### config.mk
export PLATFORM = sky130hd
export DESIGN_NAME = viterbi_ctrl_flat
export DESIGN_NICKNAME = d
export VERILOG_FILES = /design/src/rtl/viterbi_pkg.sv /design/src/rtl/viterbi_ctrl_if.sv /design/src/rtl/viterbi_addr_cnt.sv /design/src/rtl/viterbi_ctrl.sv /design/src/flat_wrapper.sv
export SDC_FILE = /design/constraint.sdc
export NUM_CORES = 1
export LEC_CHECK = 0
export BUFFER_PORTS_ARGS = -buffer_cell sky130_fd_sc_hd__buf_2
export CAP_MARGIN = 20
export CORE_MARGIN = 10
export CORE_UTILIZATION = 55
export CTS_CLUSTER_DIAMETER = 30
export CTS_CLUSTER_SIZE = 14
export DETAILED_ROUTE_END_ITERATION = 6
export PLACE_DENSITY = 0.85
export RECOVER_POWER = 50
export SYNTH_ARGS = -nofsm -noshare
export SYNTH_HDL_FRONTEND = slang
export SYNTH_SLANG_ARGS = --single-unit
### constraint.sdc
create_clock -name clk -period 3.5 [get_ports clk]
set_input_delay 0.175 -clock clk [delete_from_list [all_inputs] [get_ports clk]]
set_output_delay 0.175 -clock clk [all_outputs]
set_load 0.02 [all_outputs]
### src/rtl/viterbi_pkg.sv
// -----------------------------------------------------------------------------
// viterbi_pkg
// Shared definitions for the Viterbi decoder controller: the frame-length
// default and the controller FSM state encoding.
// -----------------------------------------------------------------------------
package viterbi_pkg;

   // Trellis stages per frame unless the instantiating design overrides it.
   localparam int unsigned FRAME_LEN_DEF = 256;

   typedef enum logic [2:0] {
      ST_IDLE,
      ST_ACS,
      ST_FLUSH,
      ST_TB,
      ST_DONE
   } state_t;

endpackage

### src/rtl/viterbi_ctrl_if.sv
// -----------------------------------------------------------------------------
// viterbi_ctrl_if
// Bundles the symbol handshake and the datapath control strobes of
// viterbi_ctrl.
//   master : symbol source / observer (drives in_valid, rx_pair)
//   slave  : the controller (drives in_ready and all control strobes)
// Signals: in_valid, rx_pair[1:0], in_ready, rx_pair_q[1:0], acs_en,
//          acs_init, mem_we, mem_addr[ADDR_W-1:0], tb_en, tb_start,
//          frame_done, busy.
// -----------------------------------------------------------------------------
interface viterbi_ctrl_if
   import viterbi_pkg::*;
#(
   parameter int ADDR_W = $clog2(FRAME_LEN_DEF)
);
   logic              in_valid;
   logic [1:0]        rx_pair;
   logic              in_ready;
   logic [1:0]        rx_pair_q;
   logic              acs_en;
   logic              acs_init;
   logic              mem_we;
   logic [ADDR_W-1:0] mem_addr;
   logic              tb_en;
   logic              tb_start;
   logic              frame_done;
   logic              busy;

   modport master (
      output in_valid, rx_pair,
      input  in_ready, rx_pair_q, acs_en, acs_init, mem_we, mem_addr,
             tb_en, tb_start, frame_done, busy
   );

   modport slave (
      input  in_valid, rx_pair,
      output in_ready, rx_pair_q, acs_en, acs_init, mem_we, mem_addr,
             tb_en, tb_start, frame_done, busy
   );
endinterface

### src/rtl/viterbi_addr_cnt.sv
// -----------------------------------------------------------------------------
// viterbi_addr_cnt
// Up/down stage-address counter shared by the forward (ACS) pass and the
// traceback pass. Priority: load > inc > dec. Wraps modulo 2**ADDR_W.
// Ports:
//   clk, rst          clock, asynchronous active-high reset (clears to 0)
//   load, load_val    synchronous load
//   inc, dec          count up / count down
//   cnt               current count
//   tc_hi, tc_lo      terminal counts: cnt is all-ones / cnt is zero
// -----------------------------------------------------------------------------
module viterbi_addr_cnt #(
   parameter int ADDR_W = 8
) (
   input  logic              clk,
   input  logic              rst,
   input  logic              load,
   input  logic [ADDR_W-1:0] load_val,
   input  logic              inc,
   input  logic              dec,
   output logic [ADDR_W-1:0] cnt,
   output logic              tc_hi,
   output logic              tc_lo
);

   // NOTE: sequential state uses non-blocking assignments so every register
   // samples pre-edge values regardless of block evaluation order.
   always_ff @(posedge clk or posedge rst) begin
      if (rst)       cnt <= '0;
      else if (load) cnt <= load_val;
      else if (inc)  cnt <= cnt + ADDR_W'(1);
      else if (dec)  cnt <= cnt - ADDR_W'(1);
   end

   // FRAME_LEN is a power of two, so the last stage is the all-ones address.
   assign tc_hi = &cnt;
   assign tc_lo = ~|cnt;

endmodule

### src/rtl/viterbi_ctrl.sv
// -----------------------------------------------------------------------------
// viterbi_ctrl
// Frame controller for a Viterbi decoder: accepts FRAME_LEN symbol pairs,
// sequences the ACS stages and survivor-memory writes, then runs a
// FRAME_LEN-cycle traceback reading the survivor memory backwards.
// Ports:
//   clk    sole clock, rising edge
//   rst    asynchronous active-high reset
//   abort  (only with `define VITERBI_CTRL_ABORT_EN) synchronous frame abort
//   bus    viterbi_ctrl_if.slave: handshake in, control strobes out
// All outputs except bus.in_ready are registered.
// -----------------------------------------------------------------------------
module viterbi_ctrl
   import viterbi_pkg::*;
#(
   parameter int FRAME_LEN = FRAME_LEN_DEF,
   parameter int ADDR_W    = $clog2(FRAME_LEN)
) (
   input  logic          clk,
   input  logic          rst,
`ifdef VITERBI_CTRL_ABORT_EN
   input  logic          abort,
`endif
   viterbi_ctrl_if.slave bus
);

   localparam logic [ADDR_W-1:0] LAST_ADDR = ADDR_W'(FRAME_LEN - 1);

   state_t            state, state_n;
   logic              abort_req, accept;
   logic              acs_en_q, acs_init_q, mem_we_q, tb_en_q, tb_start_q;
   logic              frame_done_q, busy_q;
   logic              acs_en_n, acs_init_n, mem_we_n, tb_en_n, tb_start_n;
   logic              frame_done_n;
   logic [ADDR_W-1:0] mem_addr_q, mem_addr_n;
   logic [1:0]        rx_pair_q, rx_pair_n;
   logic              cnt_load, cnt_inc, cnt_dec, tc_hi, tc_lo;
   logic [ADDR_W-1:0] cnt_load_val, cnt;

`ifdef VITERBI_CTRL_ABORT_EN
   assign abort_req = abort;
`else
   assign abort_req = 1'b0;
`endif

   // The counter holds the index of the next stage during the forward pass
   // and the current read address during traceback.
   viterbi_addr_cnt #(.ADDR_W(ADDR_W)) u_addr_cnt (
      .clk      (clk),
      .rst      (rst),
      .load     (cnt_load),
      .load_val (cnt_load_val),
      .inc      (cnt_inc),
      .dec      (cnt_dec),
      .cnt      (cnt),
      .tc_hi    (tc_hi),
      .tc_lo    (tc_lo)
   );

   assign bus.in_ready = ((state == ST_IDLE) || (state == ST_ACS)) && !abort_req;
   assign accept       = bus.in_valid && bus.in_ready;

   always_comb begin
      // NOTE: every combinational output gets a default before any branch,
      // so no path leaves a signal unassigned and no latch is inferred.
      state_n      = state;
      acs_en_n     = 1'b0;
      acs_init_n   = 1'b0;
      mem_we_n     = 1'b0;
      tb_en_n      = 1'b0;
      tb_start_n   = 1'b0;
      frame_done_n = 1'b0;
      mem_addr_n   = mem_addr_q;
      rx_pair_n    = rx_pair_q;
      cnt_load     = 1'b0;
      cnt_load_val = '0;
      cnt_inc      = 1'b0;
      cnt_dec      = 1'b0;

      if (abort_req) begin
         state_n    = ST_IDLE;
         mem_addr_n = '0;
         cnt_load   = 1'b1;
      end else begin
         unique case (state)
            ST_IDLE, ST_ACS: begin
               if (accept) begin
                  acs_en_n   = 1'b1;
                  mem_we_n   = 1'b1;
                  mem_addr_n = cnt;
                  acs_init_n = tc_lo;
                  rx_pair_n  = bus.rx_pair;
                  cnt_inc    = 1'b1;
                  // Stage FRAME_LEN-1 wraps the counter back to 0.
                  state_n    = tc_hi ? ST_FLUSH : ST_ACS;
               end
            end
            ST_FLUSH: begin
               state_n      = ST_TB;
               tb_en_n      = 1'b1;
               tb_start_n   = 1'b1;
               mem_addr_n   = LAST_ADDR;
               cnt_load     = 1'b1;
               cnt_load_val = LAST_ADDR;
            end
            ST_TB: begin
               if (tc_lo) begin
                  state_n      = ST_DONE;
                  frame_done_n = 1'b1;
               end else begin
                  tb_en_n    = 1'b1;
                  mem_addr_n = cnt - ADDR_W'(1);
                  cnt_dec    = 1'b1;
               end
            end
            ST_DONE:  state_n = ST_IDLE;
            default:  state_n = ST_IDLE;
         endcase
      end
   end

   always_ff @(posedge clk or posedge rst) begin
      if (rst) begin
         state        <= ST_IDLE;
         acs_en_q     <= 1'b0;
         acs_init_q   <= 1'b0;
         mem_we_q     <= 1'b0;
         tb_en_q      <= 1'b0;
         tb_start_q   <= 1'b0;
         frame_done_q <= 1'b0;
         busy_q       <= 1'b0;
         mem_addr_q   <= '0;
         rx_pair_q    <= '0;
      end else begin
         state        <= state_n;
         acs_en_q     <= acs_en_n;
         acs_init_q   <= acs_init_n;
         mem_we_q     <= mem_we_n;
         tb_en_q      <= tb_en_n;
         tb_start_q   <= tb_start_n;
         frame_done_q <= frame_done_n;
         busy_q       <= (state_n != ST_IDLE);
         mem_addr_q   <= mem_addr_n;
         rx_pair_q    <= rx_pair_n;
      end
   end

   assign bus.acs_en     = acs_en_q;
   assign bus.acs_init   = acs_init_q;
   assign bus.mem_we     = mem_we_q;
   assign bus.mem_addr   = mem_addr_q;
   assign bus.tb_en      = tb_en_q;
   assign bus.tb_start   = tb_start_q;
   assign bus.frame_done = frame_done_q;
   assign bus.busy       = busy_q;
   assign bus.rx_pair_q  = rx_pair_q;

endmodule

### src/flat_wrapper.sv
// flat-port wrapper written by rule: the top's interface ports become plain ports
module viterbi_ctrl_flat import viterbi_pkg::*;
#(
   parameter int FRAME_LEN = FRAME_LEN_DEF,
   parameter int ADDR_W    = $clog2(FRAME_LEN)
)
  (clk, rst, bus_in_valid, bus_rx_pair, bus_in_ready, bus_rx_pair_q, bus_acs_en, bus_acs_init, bus_mem_we, bus_mem_addr, bus_tb_en, bus_tb_start, bus_frame_done, bus_busy);
  viterbi_ctrl_if #(.ADDR_W(ADDR_W)) bus_i ();
  input  logic clk;
  input  logic rst;
  input wire logic [$bits(bus_i.in_valid)-1:0] bus_in_valid;
  input wire logic [$bits(bus_i.rx_pair)-1:0] bus_rx_pair;
  output wire logic [$bits(bus_i.in_ready)-1:0] bus_in_ready;
  output wire logic [$bits(bus_i.rx_pair_q)-1:0] bus_rx_pair_q;
  output wire logic [$bits(bus_i.acs_en)-1:0] bus_acs_en;
  output wire logic [$bits(bus_i.acs_init)-1:0] bus_acs_init;
  output wire logic [$bits(bus_i.mem_we)-1:0] bus_mem_we;
  output wire logic [$bits(bus_i.mem_addr)-1:0] bus_mem_addr;
  output wire logic [$bits(bus_i.tb_en)-1:0] bus_tb_en;
  output wire logic [$bits(bus_i.tb_start)-1:0] bus_tb_start;
  output wire logic [$bits(bus_i.frame_done)-1:0] bus_frame_done;
  output wire logic [$bits(bus_i.busy)-1:0] bus_busy;
  assign bus_i.in_valid = bus_in_valid;
  assign bus_i.rx_pair = bus_rx_pair;
  assign bus_in_ready = bus_i.in_ready;
  assign bus_rx_pair_q = bus_i.rx_pair_q;
  assign bus_acs_en = bus_i.acs_en;
  assign bus_acs_init = bus_i.acs_init;
  assign bus_mem_we = bus_i.mem_we;
  assign bus_mem_addr = bus_i.mem_addr;
  assign bus_tb_en = bus_i.tb_en;
  assign bus_tb_start = bus_i.tb_start;
  assign bus_frame_done = bus_i.frame_done;
  assign bus_busy = bus_i.busy;
  viterbi_ctrl #(.FRAME_LEN(FRAME_LEN), .ADDR_W(ADDR_W)) u_core (.clk(clk), .rst(rst), .bus(bus_i));
endmodule
Word level (Yosys, flattened, before mapping)
Index checks and enable logic that the tools add are counted.
{ "op_classes": {"n_addsub": 2, "mul": 0, "div_mod_pow": 0, "magnitude_cmp": 0, "n_eq_ne": 5, "shift": 0, "n_mux": 21, "bitwise_logic": 0, "reduce_logical": 12} }
{ "op_table": {"columns": ["operator", "n"], "rows": [
  ["8-bit two-way mux", 6],
  ["8-bit case mux with 3 select lines", 1],
  ["1-bit two-way mux", 9],
  ["3-bit case mux with 3 select lines", 1],
  ["3-bit nonzero test", 3],
  ["8-bit by 1-bit adder with 8-bit output, second input constant", 1],
  ["8-bit AND reduction", 1],
  ["8-bit OR reduction", 1],
  ["8-bit by 1-bit subtractor with 8-bit output, second input constant", 1],
  ["3-bit by 2-bit == test with 1-bit output, second input constant", 2],
  ["3-bit two-way mux", 2],
  ["3-bit by 1-bit == test with 1-bit output, second input constant", 1],
  ["3-bit logical NOT", 1],
  ["3-bit AND reduction", 1],
  ["2-bit two-way mux", 1],
  ["2-bit by 1-bit != test with 1-bit output, second input constant", 1],
  ["2-bit != test, second input constant", 1],
  ["1-bit case mux with 2 select lines", 1],
  ["2-bit AND reduction", 1],
  ["2-bit OR reduction", 1],
  ["1-bit logical AND", 1],
  ["1-bit logical NOT", 1],
  ["1-bit logical OR", 1]
]} }
{ "word_totals": {"ff_bits": 27, "latchBits": 0, "ramBits": 0, "romBits": 0, "inputBits": 5, "output_inout_bits": 18, "elab_cells": 50, "memories": 0} }

Logic depth before layout (Yosys ltp)
{ "logic_depth": {"depth_word": 7, "ltp_mapped": 8, "mapped_depth_nobuf": 6} }

Modules after synthesis
A second synthesis with hierarchy kept.
{ "unflattened": {"hier_cells": 165, "hier_area_um2": 1609.0} }
{ "modules_own_cells": {"columns": ["module", "n_inst", "cells_each", "area_per_inst_um2"], "rows": [
  ["viterbi_ctrl", 1, 87, 914.6],
  ["viterbi_addr_cnt", 1, 78, 694.4]
]} }

Least setup slack after synthesis
No wires, ideal clock.
{ "synth_path": {"path_kind": "reg2reg", "from": "register u_core.u_addr_cnt.cnt[0]", "to": "register u_core.mem_addr_q[0] (netlist: u_core.bus.mem_addr[0])", "setup_ns": 0.125, "t_arrival_ns": 1.696, "required_time_ns": 3.375, "path_slack_ns": 1.680, "path_stages_with_launch": 7, "path_buffers": 0, "path_cell_list": "dfrtp_1 -> inv_1 -> ha_1 -> nor4b_2 -> a31oi_1 -> nor2_4 -> mux2_2"} }
{ "synth_via": {"elab_chain_cells": 3, "elab_cells_between_ends": 7} }
{ "synth_rtl": {"columns": ["element", "line", "rtl"], "rows": [
  ["from (decl)", "viterbi_addr_cnt.sv:21", "output logic [ADDR_W-1:0] cnt,"],
  ["from (signal assigned)", "viterbi_addr_cnt.sv:30", "else if (load) cnt <= load_val;"],
  ["from (signal assigned)", "viterbi_addr_cnt.sv:31", "else if (inc) cnt <= cnt + ADDR_W'(1);"],
  ["from (signal assigned)", "viterbi_addr_cnt.sv:32", "else if (dec) cnt <= cnt - ADDR_W'(1);"],
  ["8-bit by 1-bit subtractor with 8-bit output or 8-bit OR reduction (tied branches)", "viterbi_ctrl.sv:112, viterbi_addr_cnt.sv:37", null],
  ["8-bit two-way mux or 2-bit != test (tied branches)", null, null],
  ["8-bit case mux with 3 select lines or 3-bit AND reduction (tied branches)", null, null],
  ["to (signal assigned)", "viterbi_ctrl.sv:143", "mem_addr_q <= mem_addr_n;"],
  ["to (decl)", "viterbi_ctrl.sv:35", "logic [ADDR_W-1:0] mem_addr_q, mem_addr_n;"]
]} }
Several ways; a longest one is shown, not always the timed one. The select of a mux whose other input is x is not followed.
A chain may end at the register's enable or synchronous reset.

Worst setup path in the final report
{ "layout_path": {"from": "register u_core.u_addr_cnt.cnt[0]", "to": "register u_core.mem_addr_q[3] (netlist: u_core.bus.mem_addr[3])"} }
Same word-level chain as after synthesis.

==> key figures <==
Outcome
  – Status: finished clean

Power
  – Power density over cell area: 901 mW/mm2
  – Max VDD drop: 586 uV
  – Lkg Pwr: 0.000745 uW

Global routing
  – Initial antenna violation count: 0
  – Grt ovf: 0
  – Largest net degree at the start of global routing: 28
  – First-pass GRT wire length: 6300 um
  – GRT Overall Usage: 0.141
  – Vias in the first global route: 1324

Timing
  – Unrepaired setup endpoints after global routing: false
  – Max-slew headroom: 0.301
  – Setup_tns: 0 ns
  – Hold slack: 0.0124 ns
  – Final hold vios: 0
  – Period minus WS final: 2.49 ns
  – Slew Viols, Final: 0
  – Fmax: 401 MHz
  – Clk_skew: 0.00173 ns
  – Tcrit/Tclk final: 0.712
  – Worst-margin pin slew: 1.04 ns
  – Final Setup Violations: 0

Yosys
  – Multiplexer share of the synthesized area: 0.0502
  – Synth Area in Adders: 0.0232
  – Post-synth net total: 173
  – Synthesized flop and latch total: 27
  – Ys Warns: 0
  – Distinct cells, synth: 55
  – Post-Syn Instances: 165
  – Synth Area in Compound Gates: 0.200
  – Post-synth EDFFs: 0
  – Average size of a mapped cell: 9.82 um2
  – Post-Synth XOR/XNOR Area: 0.00541
  – Top_reg_cell synth: dfrtp_1
  – Post-synth ARST share: 1.00
  – Cell Area, Synth: 0.00162 mm2
  – Largest family of logic cells by synthesized area: simple AND/OR/NAND/NOR gates
  – Simple-Gate Fraction of Synth Area: 0.230
  – Sequential area share after synthesis: 0.417

Clock network
  – Clock sinks: 27
  – TritonCTS clock tree: built
  – CTS buffer count: 3
  – Worst-case clock buffer depth: 2
  – Clk Latency, worst-skew pair: 0.34 ns
  – Post-CTS setup buffers: 0
  – Root buffer cell: clkbuf_4
  – H-tree depth: 1
  – CTS clk-pin slew, worst paths: 0.15 ns

Worst setup path
  – Reg2reg setup slack: 1.01 ns
  – Critical path class: reg2reg
  – Reg2reg start: u_core.u_addr_cnt.cnt[0]
  – Setup crit start kind: flop
  – R2R depth: 6
  – CP required: 3.74 ns
  – Worst setup path end: u_core.bus.mem_addr[3]
  – Crit path DAT: 2.74 ns
  – Setup crit end kind: flop
  – Critical Path Fanout Max: 11
  – Reg-to-Reg End: u_core.bus.mem_addr[3]
  – CP startpoint: u_core.u_addr_cnt.cnt[0]

Worst hold path
  – Hold WC Path Type: in2reg

Die
  – Top Ports: 23
  – Core Region: 0.00278 mm2
  – Starting Density: 0.583
  – DIE AREA: 0.00552 mm2
  – Die Height: 74.3 um
  – FP Rows: 19
  – Die Span X: 74.3 um

Flow run
  – Max-Cap Viols: 0

Place
  – Final HPWL DP: 2750 um
  – Final GP Congestion: 0.904
  – Port bufs: 22

Layout
  – Most frequent cells in the layout: dfrtp_1 (27), buf_2 (13), nand2_1 (11), a21oi_1 (11), clkbuf_1 (10)
  – Commonest non-fill, non-tap cell in the layout: dfrtp_1
  – Area of the multi-input gates: 825 um2
  – Area growth syn-to-layout: 6.02%
  – Layout cells sized above 1: 0.189
  – Reg area: 676 um2
  – FILL cells: 229
  – Layout Nets: 189
  – Antenna diodes: 0

Routing
  – DRT iter0 DRCs: 128
  – Via density: 6.46
  – Initial DRT Pass Iterations: 4
  – Routed Antenna Nets: 0
  – Avg WL per Cell: 17.9 um
  – Vias: 1364
  – Routed WL: 3790 um
  – Drt drc: 0
-- stage by stage --
stage	total power [uW]	std cells	setup slack (ns)	cell area, um2	util
finish	1550	211	1.01	1720	0.618
global route	1660	211	0.939	1720	0.618
CTS	1550	209	1.08	1720	0.617
detailed placement	1410	205	1.10	1690	0.607
global placement	1370	205	1.30	1690	0.607
floorplan	1210	165	1.68	1620	-
-- worst max-delay path, cell delays in order (launching register included) --
cell and delay, ns:
dfrtp_1 0.48, inv_1 0.19, ha_1 0.20, nor4b_2 0.34, a31oi_1 0.43, nor2_4 0.37, mux2_2 0.38
-- repair_timing --
action	in CTS	in global routing
endpoints found under the hold margin	0	10
hold buffers	0	1
resized for setup	0	0
-- worst min path at each step --
stage               slack, ns  cells past startpoint                       to           start
finish                   0.01                      3  u_core.bus.rx_pair_q[1]  bus_rx_pair[1]
global route            0.006                      3  u_core.bus.rx_pair_q[0]  bus_rx_pair[0]
CTS                      0.01                      3  u_core.bus.rx_pair_q[1]  bus_rx_pair[1]
detailed placement       0.38                      3  u_core.bus.rx_pair_q[1]  bus_rx_pair[1]
global placement         0.37                      3  u_core.bus.rx_pair_q[0]  bus_rx_pair[0]
floorplan                0.23                      1        u_core.bus.acs_en             rst
-- cell usage after synthesis (2+ instances only) --
cell type,instances,area share
o21ai_0,6,0.019
ha_1,3,0.023
nand3b_1,2,0.0093
o211ai_1,2,0.0093
buf_2,5,0.015
o2bb2ai_1,3,0.016
inv_1,8,0.019
dfrtp_1,27,0.42
mux2_2,5,0.035
and3b_1,3,0.016
nor2_1,8,0.019
nand2_1,11,0.025
and4_1,4,0.022
clkbuf_1,4,0.0093
nand3_1,2,0.0062
a211oi_1,2,0.0093
a22oi_1,2,0.0093
and3_1,4,0.015
o22ai_1,4,0.015
nand4_1,2,0.0077
a21oi_1,11,0.034
buf_6,3,0.021
nand2b_1,3,0.012
nor3_1,6,0.019
a31oi_1,5,0.019
-- kinds of logic after synthesis --
family                     Yosys count
buffers and inverters               22
and+or+nand+nor                     58
adders and majority gates            3
muxes                                7
xor gates and xnor gates             1
DFF                                 27
AOI/OAI and AO/OA                   47
-- registers in the layout (all words and copies together) (netlist names) --
register	cells
u_core.state	3
u_core.u_addr_cnt.cnt	8
u_core.bus.acs_en	1
u_core.bus.tb_en	1
u_core.bus.busy	1
u_core.bus.rx_pair_q	2
u_core.bus.mem_addr	8
u_core.bus.tb_start	1
u_core.bus.acs_init	1
u_core.bus.frame_done	1
-- layout make-up --
cell class,instances,area share
well taps,31,0.0226
clock buffers,3,0.0131
flip-flops and latches,27,0.393
clock inverters,1,0.00291
repair buffers,24,0.0655
multi-input cells,116,0.480
inverters,9,0.0226
-- routing by layer --
metal	global-route usage	vias up	routed length (um)
met2	0.223	70	1840
met3	0.0399	12	336
met1	0.173	652	1530
met4	0.0691	0	76
li1	-	630	-
met5	0	-	0
-- report_power, final --
group	switching, uW	internal, uW
Clock	97.8	43.2
Combinational	472	317
Sequential	184	434
Total	753	794
No activity file was read; power rests on OpenSTA's default activity.
